File: src/rtl/rv32i_pkg.sv
// Shared RV32I encodings used by the writeback path: result-source selects,
// load funct3 codes and the datapath width.
package rv32i_pkg;

  localparam int XLEN = 32;

  typedef enum logic [1:0] {
    WB_ALU  = 2'b00,
    WB_LOAD = 2'b01,
    WB_PC4  = 2'b10,
    WB_RSVD = 2'b11
  } wb_sel_e;

  typedef enum logic [2:0] {
    F3_LB  = 3'b000,
    F3_LH  = 3'b001,
    F3_LW  = 3'b010,
    F3_LBU = 3'b100,
    F3_LHU = 3'b101
  } ld_f3_e;

endpackage

File: src/rtl/load_extract.sv
// Combinational load formatter: picks the byte/halfword/word addressed by the
// low address bits out of an aligned memory word, sign/zero-extends it, and
// flags misaligned accesses and unknown funct3 codes. On error data is 0.
module load_extract
  import rv32i_pkg::*;
(
  input  logic [2:0]      funct3,
  input  logic [1:0]      offset,
  input  logic [XLEN-1:0] rdata,
  output logic [XLEN-1:0] data,
  output logic            err
);

  logic [7:0]  w_byte;
  logic [15:0] w_half;

  // Lane select: byte by full offset, halfword by offset[1] only.
  always_comb begin
    w_byte = rdata[7:0];
    case (offset)
      2'd0: w_byte = rdata[7:0];
      2'd1: w_byte = rdata[15:8];
      2'd2: w_byte = rdata[23:16];
      2'd3: w_byte = rdata[31:24];
      default: w_byte = rdata[7:0];
    endcase
    w_half = offset[1] ? rdata[31:16] : rdata[15:0];
  end

  // Extension and alignment/legality check.
  always_comb begin
    data = '0;
    err  = 1'b0;
    case (funct3)
      F3_LB:  data = {{24{w_byte[7]}}, w_byte};
      F3_LBU: data = {24'd0, w_byte};
      F3_LH:  if (offset[0]) err = 1'b1;
              else           data = {{16{w_half[15]}}, w_half};
      F3_LHU: if (offset[0]) err = 1'b1;
              else           data = {16'd0, w_half};
      F3_LW:  if (offset != 2'd0) err = 1'b1;
              else                data = rdata;
      default: err = 1'b1;
    endcase
  end

endmodule

File: src/rtl/mem_wb_stage.sv
// MEM/WB pipeline register. Selects the writeback value (ALU, formatted load,
// or PC+4), qualifies the register-file write, and registers everything with
// one cycle of latency. flush beats stall beats capture; a held slot drops its
// load_err pulse after one cycle so the error is reported exactly once.
// Optional: define MEM_WB_RETIRE_COUNT_EN to add a 64-bit retired-instruction
// counter on output instret.
module mem_wb_stage
  import rv32i_pkg::*;
(
  input  logic            clk,
  input  logic            rst,
  input  logic            stall,
  input  logic            flush,
  input  logic            in_valid,
  input  logic [4:0]      in_rd,
  input  logic            in_RegWrite,
  input  logic [1:0]      in_wb_sel,
  input  logic [2:0]      in_funct3,
  input  logic [XLEN-1:0] in_alu_result,
  input  logic [XLEN-1:0] in_pc_plus4,
  input  logic [XLEN-1:0] in_mem_rdata,
  output logic [4:0]      rd,
  output logic            RegWrite,
  output logic [XLEN-1:0] C,
  output logic            wb_valid,
  output logic            load_err
`ifdef MEM_WB_RETIRE_COUNT_EN
  ,
  output logic [63:0]     instret
`endif
);

  logic [XLEN-1:0] w_ld_data;
  logic            w_ld_err;
  logic [4:0]      w_rd;
  logic            w_we;
  logic [XLEN-1:0] w_c;
  logic            w_valid;
  logic            w_err;

  logic [4:0]      r_rd;
  logic            r_we;
  logic [XLEN-1:0] r_c;
  logic            r_valid;
  logic            r_err;

  load_extract u_load_extract (
    .funct3 (in_funct3),
    .offset (in_alu_result[1:0]),
    .rdata  (in_mem_rdata),
    .data   (w_ld_data),
    .err    (w_ld_err)
  );

  // Next slot contents; an empty MEM slot produces an all-zero WB slot.
  always_comb begin
    w_rd    = '0;
    w_we    = 1'b0;
    w_c     = '0;
    w_valid = 1'b0;
    w_err   = 1'b0;
    if (in_valid) begin
      w_valid = 1'b1;
      w_rd    = in_rd;
      w_err   = (in_wb_sel == WB_LOAD) && w_ld_err;
      case (in_wb_sel)
        WB_ALU:  w_c = in_alu_result;
        WB_LOAD: w_c = w_ld_data;
        WB_PC4:  w_c = in_pc_plus4;
        default: w_c = '0;
      endcase
      // x0 writes, reserved selects and faulting loads never reach the bank.
      w_we = in_RegWrite && (in_rd != 5'd0) && !w_err && (in_wb_sel != WB_RSVD);
    end
  end

  // Stage register: flush > stall > capture.
  always_ff @(posedge clk or negedge rst) begin
    if (!rst) begin
      r_rd    <= '0;
      r_we    <= 1'b0;
      r_c     <= '0;
      r_valid <= 1'b0;
      r_err   <= 1'b0;
    end else if (flush) begin
      r_rd    <= '0;
      r_we    <= 1'b0;
      r_c     <= '0;
      r_valid <= 1'b0;
      r_err   <= 1'b0;
    end else if (stall) begin
      r_err   <= 1'b0;
    end else begin
      r_rd    <= w_rd;
      r_we    <= w_we;
      r_c     <= w_c;
      r_valid <= w_valid;
      r_err   <= w_err;
    end
  end

  assign rd       = r_rd;
  assign RegWrite = r_we;
  assign C        = r_c;
  assign wb_valid = r_valid;
  assign load_err = r_err;

`ifdef MEM_WB_RETIRE_COUNT_EN
  logic [63:0] r_instret;

  // Count every captured valid instruction, faulting loads included.
  always_ff @(posedge clk or negedge rst) begin
    if (!rst)                               r_instret <= '0;
    else if (!flush && !stall && in_valid)  r_instret <= r_instret + 64'd1;
  end

  assign instret = r_instret;
`endif

endmodule

File: config.mk
export PLATFORM = sky130hd
export DESIGN_NAME = mem_wb_stage
export DESIGN_NICKNAME = d
export VERILOG_FILES = /design/src/rtl/rv32i_pkg.sv /design/src/rtl/load_extract.sv /design/src/rtl/mem_wb_stage.sv
export SDC_FILE = /design/constraint.sdc
export NUM_CORES = 1
export LEC_CHECK = 0
export CAP_MARGIN = 20
export CORE_UTILIZATION = 42
export CTS_CLUSTER_DIAMETER = 60
export CTS_CLUSTER_SIZE = 12
export DETAILED_ROUTE_END_ITERATION = 12
export PLACE_DENSITY = 0.9
export SETUP_SLACK_MARGIN = 0.15
export SYNTH_ARGS = -nofsm -noshare
export SYNTH_HDL_FRONTEND = slang
export SYNTH_SLANG_ARGS = --single-unit
File: constraint.sdc
create_clock -name clk -period 1.2 [get_ports clk]
set_input_delay 0.36 -clock clk [delete_from_list [all_inputs] [get_ports clk]]
set_output_delay 0.36 -clock clk [all_outputs]
set_load 0.02 [all_outputs]
; After elaboration in Yosys (flattened, before gate mapping)
; Cells that the tools add are included.
[totals]
register_bits = 40
elab_cells = 53
[classes]
eq_ne = 11
n_mux = 25
reduce_logical = 12
[ops]
columns = operator, n
row1 = $mux 32, 5
row2 = $pmux 32 s5, 1
row3 = $pmux 32 s3, 1
row4 = $mux 16, 2
row5 = $pmux 8 s4, 1
row6 = $mux 5, 3
row7 = $mux 1, 11
row8 = $eq 2x2->1 const B, 3
row9 = $eq 3x3->1 const B, 2
row10 = $reduce_bool 5->1, 1
row11 = $eq 2x1->1 const B, 2
row12 = $logic_and 1x1->1, 4
row13 = $logic_not 2->1, 2
row14 = $reduce_or 2->1, 2
row15 = $eq 3x1->1 const B, 1
row16 = $eq 3x2->1 const B, 1
row17 = $logic_not 3->1, 1
row18 = $pmux 1 s3, 1
row19 = $ne 2x1->1 const B, 1
row20 = $ne 2x2->1 const B, 1
row21 = $reduce_bool 2->1, 1
row22 = $logic_not 1->1, 1

; Depth between registers and ports, before layout
; Gate-level depths: netlist of run 1.
[depth]
word_depth = 10
depth_mapped = 7

; Modules after synthesis
; A second synthesis of run 1 with hierarchy kept.
[unflattened]
cells_unflattened = 293
area_unflattened_um2 = 2977.9
[modules_own_cells]
columns = mod, n_inst, cells_each, area_per_inst_um2, seq_area_each_um2
row1 = mem_wb_stage, 1, 185, 2177.1, 1001.0
row2 = load_extract, 1, 108, 800.8, 0.0

; Worst setup path before layout of run 1
; No wires, ideal clock.
[synth_path]
path_kind = in2reg
start = input in_alu_result[1]
end = register r_c[12], in the netlist C[12]
setup_time_ns = 0.126
arrival_time_ns = 1.598
path_slack_ns = -0.524
stages = 5
n_path_buf = 1
cell_sequence = buf_6 mux4_2 nor3b_4 o21bai_1 a221o_1
[synth_between]
elab_chain_len = 7
elab_cells_between_ends = 15
classes_between = eq/ne (3) / mux (10) / reduce/logical (2)
[synth_rtl]
columns = item, line_no
row1 = "start, declared", mem_wb_stage.sv:19  ; input logic [XLEN-1:0] in_alu_result,
row2 = $eq 2x2->1 (tied with other cells), load_extract.sv:20  ; case (offset)
row3 = $pmux 8 s4 (tied with other cells), load_extract.sv:20
row4 = $pmux 32 s5 (*), load_extract.sv:34  ; case (funct3)
row5 = $pmux 32 s3 (*), mem_wb_stage.sv:66  ; case (in_wb_sel)
row6 = $mux 32 (*), mem_wb_stage.sv:62  ; if (in_valid) begin
row7 = $mux 32 (*), mem_wb_stage.sv:91  ; end else if (stall) begin
row8 = $mux 32 (*), mem_wb_stage.sv:85  ; end else if (flush) begin
row9 = "end signal, assigned", mem_wb_stage.sv:96  ; r_c <= w_c;
row10 = "end, declared", mem_wb_stage.sv:43  ; logic [XLEN-1:0] r_c;
; Every way passes the cells marked *; elsewhere a longest branch is shown, timed or not. The select of a mux whose other input is x is not followed.
; A chain may end at the register's enable or synchronous reset.

; Final worst setup path of run 1
[layout_path]
start = input in_alu_result[1]
end = register r_c[9], in the netlist C[9]
; Same word-level chain as after synthesis.

==> results of run 1 <==
## flip-flops by register name (all words and copies together) (netlist names)
signal / cells
rd: 5
RegWrite: 1
C: 32
load_err: 1
wb_valid: 1
## final timing paths
check	startpoint	to	cells after the start	slack [ns]
worst max-delay path	in_alu_result[1]	C[9]$_DFFE_PN0P_	7	-0.36
worst min-delay path	rst	C[14]$_DFFE_PN0P_	2	0.02
worst max register to register	C[21]$_DFFE_PN0P_	C[21]$_DFFE_PN0P_	4	0.05
worst min register to register	C[6]$_DFFE_PN0P_	C[6]$_DFFE_PN0P_	2	0.56
max in group asynchronous	rst	C[24]$_DFFE_PN0P_	2	0.97
min in group clk	flush	rd[4]$_DFFE_PN0P_	3	0.37
## cells by family (layout without fill, tap and decap cells)
kind of cell / after synthesis / in the layout / share of synthesized area [%]
AO/OA/AOI/OAI: 101 / 101 / 26.4
buffers and inverters: 27 / 268 / 4.93
flip-flops: 40 / 40 / 37.2
multiplexers: 42 / 42 / 16.8
AND/OR/NAND/NOR: 77 / 77 / 14.7
## final cells by class
| cell class | instances | share of cell area, % |
|---|---|---|
| Tap cell | 75 | 1.64 |
| Sequential cell | 40 | 17.5 |
| Multi-Input combinational cell | 220 | 34.3 |
| Clock inverter | 1 | 0.131 |
| Timing Repair Buffer | 258 | 44.8 |
| Clock buffer | 7 | 1.51 |
| Inverter | 2 | 0.131 |
## critical path, delay by kind of cell
| kind | cells | cell delay (ns) |
|---|---|---|
| compound gates | 2 | 0.34 |
| mux | 1 | 0.52 |
| buf+inv | 3 | 0.34 |
| simple gates | 1 | 0.18 |
## power by group
| part | switching [uW] | internal, uW | leakage [uW] | total (uW) |
|---|---|---|---|---|
| logic | 740 | 877 | 0.00214 | 1620 |
| registers | 39.8 | 1390 | 0.000551 | 1430 |
| clock network | 561 | 469 | 0.0000445 | 1030 |
## timing repair
action / 4_1_cts / 5_1_grt
pin swaps: 31 / 27
resized for setup: 379 / 48
cloned: 0 / 1
setup endpoints to repair: 80 / 74
buffers inserted: 27 / 21
hold buffers: 0 / 0
## layer usage
layer	track usage, %	vias up	share of wire [%]
met5	0	-	0
met3	6.78	165	11
li1	-	1562	-
met4	17.0	0	9.0
met1	42.8	1897	33
met2	62.2	437	47
## synth_stat cells (2+ instances only)
| master | n |
|---|---|
| buf_4 | 2 |
| mux2i_1 | 35 |
| clkbuf_1 | 9 |
| a211o_1 | 16 |
| o31ai_1 | 6 |
| mux4_2 | 2 |
| nand2b_1 | 3 |
| buf_6 | 2 |
| buf_2 | 7 |
| nor2_1 | 23 |
| dfrtp_1 | 40 |
| a21oi_1 | 25 |
| a22oi_1 | 2 |
| nor2b_1 | 7 |
| nand2_1 | 32 |
| o221ai_1 | 9 |
| o21ai_0 | 19 |
| nand3_1 | 2 |
| nor3b_4 | 3 |
| a2bb2oi_1 | 9 |
| a221oi_1 | 6 |
| a31oi_1 | 2 |
| mux2_2 | 5 |
| buf_1 | 5 |
## through the flow
stage	util [%]	hold slack (ns)	setup TNS, ns
2_1_floorplan	-	0.0644	-10.91
3_3_place_gp	76.5	0.341	-36.33
3_5_place_dp	76.5	0.350	-37.30
4_1_cts	87.4	0.0275	-6.80
5_1_grt	94.4	0.0270	-10.68
6_report	94.4	0.0181	-9.01
==> flow_metrics.env, run 1 <==
export IMPL_critPathLaunchType="input port"
export IMPL_dpl_worst_slack_ns=-1.07
export IMPL_io_pins=152
export IMPL_start_util_pct=44.4
export IMPL_pwr_density_cell_mw_per_mm2=713
export IMPL_fmax_mhz=641
export IMPL_die_y_um=82.1
export IMPL_max_stage_delay_ns=0.52
export IMPL_final_seq_area_sq_mm=0.00100
export IMPL_grt_pass1_vias=3532
export IMPL_relSlewSlack_pct=70.5
export IMPL_end_kind="register"
export IMPL_finalMaxSlewViolations=0
export IMPL_p_leak_uw=0.00273
export IMPL_synthTopCellsByArea="dfrtp_1 37%, mux2i_1 13%, a211o_1 5.2%, a21oi_1 4.6%, nand2_1 4.5%"
export IMPL_final_cell_mix="83 x clkdlybuf4s50_1, 76 x buf_6, 70 x buf_4"
export IMPL_via_per_inst=6.73
export IMPL_synth_flop_cell="dfrtp_1"
export IMPL_grt_setup_unrepaired="true"
export IMPL_synth_warnings=0
export IMPL_cp_max_fo=8
export IMPL_hold_viol=0
export IMPL_syn_inst=287
export IMPL_cts_buffers_inserted=5
export IMPL_period_share_pct=130
export IMPL_wl_per_cell_um=27.6
export IMPL_synth_largest_area_cell="dfrtp_1"
export IMPL_layout_min_cycle_time_ns=1.56
export IMPL_critPathMostFrequentCell="buf_6"
export IMPL_ys_types=40
export IMPL_drc_errors=0
export IMPL_multiInputGateArea_sq_mm=0.00196
export IMPL_grt_first_pass_wirelength_mm=17.7
export IMPL_async_flop_share_pct=100
export IMPL_dp_cells=546
export IMPL_synth_edff_count=0
export IMPL_place_port_buffers=151
export IMPL_core_area_sq_mm=0.00606
export IMPL_ant_nets=0
export IMPL_clock_root_buffer="clkbuf_8"
export IMPL_netlist_area_sq_mm=0.00269
export IMPL_synth_seq_cells=40
export IMPL_ys_seq_area_share_pct=37.2
export IMPL_gp_congestion=0.882
export IMPL_layout_commonest_cell="clkdlybuf4s50_1"
export IMPL_area_delta_synth_final_pct=113
export IMPL_layout_drive_gt1_share_pct=44.9
export IMPL_nFillCells=160
export IMPL_finalNetCount=639
export IMPL_overflow=0
export IMPL_htreeDepth=2
export IMPL_violations="negative setup slack"
export IMPL_status="complete, but fails checks"
export IMPL_tritoncts="built"
export IMPL_final_setup_worst_slack_ns=-0.359
export IMPL_final_setup_viol_count=72
export IMPL_fin_area_sq_mm=0.00572
export IMPL_drt_wl_total_mm=16.7
export IMPL_vdd_ir_drop_max_mv=0.796
export IMPL_worstSetupPathType="input port to register"
export IMPL_num_vias=4061
export IMPL_hpwl_mm=7.64
export IMPL_total_power_uw=4080
export IMPL_grt_antenna_before_repair=1
export IMPL_crit_path_cell_trace="buf_8 -> mux4_2 -> nor3b_4 -> buf_6 -> buf_6 -> a221oi_4 -> o221ai_2"
export IMPL_holdCritPathClass="input port to async pin"
export IMPL_worstMarginPinSlew_ns=0.438
export IMPL_detailed_place_area_sq_mm=0.00464
export IMPL_cp_data_required_time_ns=1.37
export IMPL_clockBufferDepth=2
export IMPL_antenna_cells=0
export IMPL_grt_max_degree=41
export IMPL_clk_pin_slew_ns=0.09
export IMPL_avgSynthCellArea_sq_um=9.38
export IMPL_drt_first_pass_iters=7
export IMPL_first_iter_violations=462
export IMPL_gr_usage_all_layers_pct=36.0
export IMPL_cp_arrival_ns=1.73
export IMPL_syn_nets=399
export IMPL_fp_dieW_um=82.1
export IMPL_cts_sinks=40
export IMPL_die_area_sq_mm=0.00673
export IMPL_netlist_area_leader_share_pct=37.2
export IMPL_clock_latency_ns=0.31
export IMPL_cpMaxStageDelayCell="mux4_2"
export IMPL_skew_ns=0
export IMPL_final_cells=603
export IMPL_rows=28
export IMPL_cap_violations=0
No activity file was read; power rests on OpenSTA's default activity.
==> run 2, diff against run 1 <==
- CAP_MARGIN: 20 -> default
- CELL_PAD_IN_SITES_DETAIL_PLACEMENT: default -> 1
- CELL_PAD_IN_SITES_GLOBAL_PLACEMENT: default -> 1
- CORE_UTILIZATION: 42 -> 30
==> run 2 against run 1 <==
The run still ends with negative setup slack left. Highest routed layer unchanged. Final area grew 2.0%. Worst setup slack got worse by 0.065 ns. Utilization shrank 27 points. First-iteration DRC count down 38%. Via count shrank 5.4%. Critical path depth down 1. Maximum frequency shrank 4.0%. Hold slack worse by 0.011 ns. Sequential power is essentially flat. Die area is 39% higher. Routed wire length grew 17%. Sequential cell count stayed put.
==> flow_metrics.env, run 2 (same netlist as run 1, synthesis figures left out) <==
export IMPL_rows=34
export IMPL_grt_setup_unrepaired="true"
export IMPL_fin_util_pct=66.9
export IMPL_area_delta_synth_final_pct=117
export IMPL_gr_usage_all_layers_pct=35.5
export IMPL_vdd_ir_drop_max_mv=0.683
export IMPL_cap_violations=0
export IMPL_holdWs_ns=0.00744
export IMPL_die_y_um=96.7
export IMPL_layout_drive_gt1_share_pct=46.2
export IMPL_largest_register_ffs=32
export IMPL_num_vias=3840
export IMPL_cp_arrival_ns=1.87
export IMPL_multiInputGateArea_sq_mm=0.00204
export IMPL_cts_buffers_inserted=5
export IMPL_worstMarginPinSlew_ns=0.582
export IMPL_die_area_sq_mm=0.00935
export IMPL_io_pins=152
export IMPL_period_share_pct=135
export IMPL_swShare_pct=34.1
export IMPL_hold_viol=0
export IMPL_drt_wl_total_mm=19.4
export IMPL_power_switching_uw=1420
export IMPL_layout_min_cycle_time_ns=1.62
export IMPL_clock_latency_ns=0.32
export IMPL_final_seq_area_sq_mm=0.00100
export IMPL_cp_data_required_time_ns=1.45
export IMPL_holdCritPathClass="input port to async pin"
export IMPL_grt_antenna_before_repair=0
export IMPL_clk_pin_slew_ns=0.09
export IMPL_power_frac_comb_pct=40.1
export IMPL_gp_congestion=0.918
export IMPL_relSlewSlack_pct=61.1
export IMPL_place_port_buffers=151
export IMPL_start_util_pct=30.9
export IMPL_status="complete, but fails checks"
export IMPL_grt_first_pass_wirelength_mm=25.3
export IMPL_ant_nets=0
export IMPL_internal_power_uw=2740
export IMPL_final_cell_mix="80 x buf_4, 74 x clkdlybuf4s50_1, 68 x buf_6"
export IMPL_core_area_sq_mm=0.00872
export IMPL_cts_sinks=40
export IMPL_wl_per_cell_um=30.3
export IMPL_skew_ns=0
export IMPL_tritoncts="built"
export IMPL_drt_first_pass_iters=4
export IMPL_worstSetupPathType="input port to register"
export IMPL_fp_dieW_um=96.7
export IMPL_fmax_mhz=616
export IMPL_finalNetCount=643
export IMPL_rr_startpoint="C[31]$_DFFE_PN0P_"
export IMPL_tns_ns=-10.80
export IMPL_cp_max_fo=7
export IMPL_crit_start="in_funct3[1]"
export IMPL_first_iter_violations=287
export IMPL_antenna_cells=0
export IMPL_grt_max_degree=41
export IMPL_total_power_uw=4160
export IMPL_clockBufferDepth=2
export IMPL_violations="negative setup slack"
export IMPL_clock_root_buffer="clkbuf_8"
export IMPL_via_per_inst=6.00
export IMPL_hpwl_mm=9.59
export IMPL_final_setup_worst_slack_ns=-0.424
export IMPL_critPathLaunchType="input port"
export IMPL_cts_hold_buf=0
export IMPL_drc_errors=0
export IMPL_pwr_density_cell_mw_per_mm2=712
export IMPL_layout_commonest_cell="buf_4"
export IMPL_overflow=0
export IMPL_fin_area_sq_mm=0.00584
export IMPL_htreeDepth=2
export IMPL_pwr_share_clk_pct=25.5
export IMPL_detailed_place_area_sq_mm=0.00465
export IMPL_seq_power_share_pct=34.4
export IMPL_end_kind="register"
export IMPL_final_setup_viol_count=70
export IMPL_finalMaxSlewViolations=0
export IMPL_grt_pass1_vias=4177
export IMPL_p_leak_uw=0.00279
export IMPL_nFillCells=895
==> run 2: changes by cell type in the layout (fill, tap and decap cells not counted), moves of 3 or more <==
cell / previous run / this run
buf_6: 76 / 68
o31ai_1: 4 / 1
dlygate4sd2_1: 10 / 21
nand2_2: 3 / 0
buf_4: 70 / 80
nor2_2: 3 / 0
o31ai_2: 1 / 5
nand2_4: 0 / 3
clkdlybuf4s50_1: 83 / 74
==> run 2: power by group through the flow <==
stage	clock [uW]	combinational (uW)	sequential, uW
4_1_cts	973	1390	1420
3_5_place_dp	0	1190	1440
2_1_floorplan	0	393	1490
3_3_place_gp	0	1140	1440
6_report	1060	1670	1430
5_1_grt	1100	1710	1430
==> run 2: per-layer routing <==
layer | routed length, um | global-route usage [%] | share of wire (%) | vias to the layer above
met5 | 0 | 0 | 0 | -
met3 | 1360 | 7.01 | 7.0 | 84
li1 | - | - | - | 1563
met4 | 1160 | 18.1 | 6.0 | 0
met2 | 9630 | 62.2 | 50 | 279
met1 | 7260 | 41.0 | 37 | 1914
==> run 2: what timing repair did <==
item | CTS | global route
setup buffers | 36 | 16
setup endpoints to repair | 80 | 75
resized for setup | 406 | 52
cloned | 4 | 0
pin swaps | 29 | 18
==> run 2: path summary, 6_finish.rpt <==
check	slack, ns	to	cells past startpoint
hold reg to reg	0.55	C[11]$_DFFE_PN0P_	2
min in group clk	0.37	C[23]$_DFFE_PN0P_	3
hold / removal	0.007	C[12]$_DFFE_PN0P_	2
setup / recovery	-0.42	C[7]$_DFFE_PN0P_	6
max in group asynchronous	0.97	C[27]$_DFFE_PN0P_	2
setup reg to reg	0.03	C[31]$_DFFE_PN0P_	4
==> run 2: final cells by class <==
| cell class | instances | share of cell area [%] |
|---|---|---|
| Timing Repair Buffer | 262 | 44.0 |
| Tap cell | 108 | 2.32 |
| Sequential cell | 40 | 17.1 |
| Multi-Input combinational cell | 220 | 34.9 |
| Clock buffer | 8 | 1.54 |
| Inverter | 2 | 0.129 |
==> run 2: worst max-delay path, cell delays in order <==
cell       delay, ns
buf_2           0.18
buf_6           0.18
nor2b_1         0.47
a31oi_1         0.27
a2bb2oi_1       0.22
o221ai_1        0.19
==> run 2: stage by stage <==
step / worst slack (ns) / instances
floorplan: -0.489 / 287
global placement: -1.05 / 576
detailed placement: -1.26 / 576
CTS: -0.386 / 624
global route: -0.448 / 640
finish: -0.424 / 640
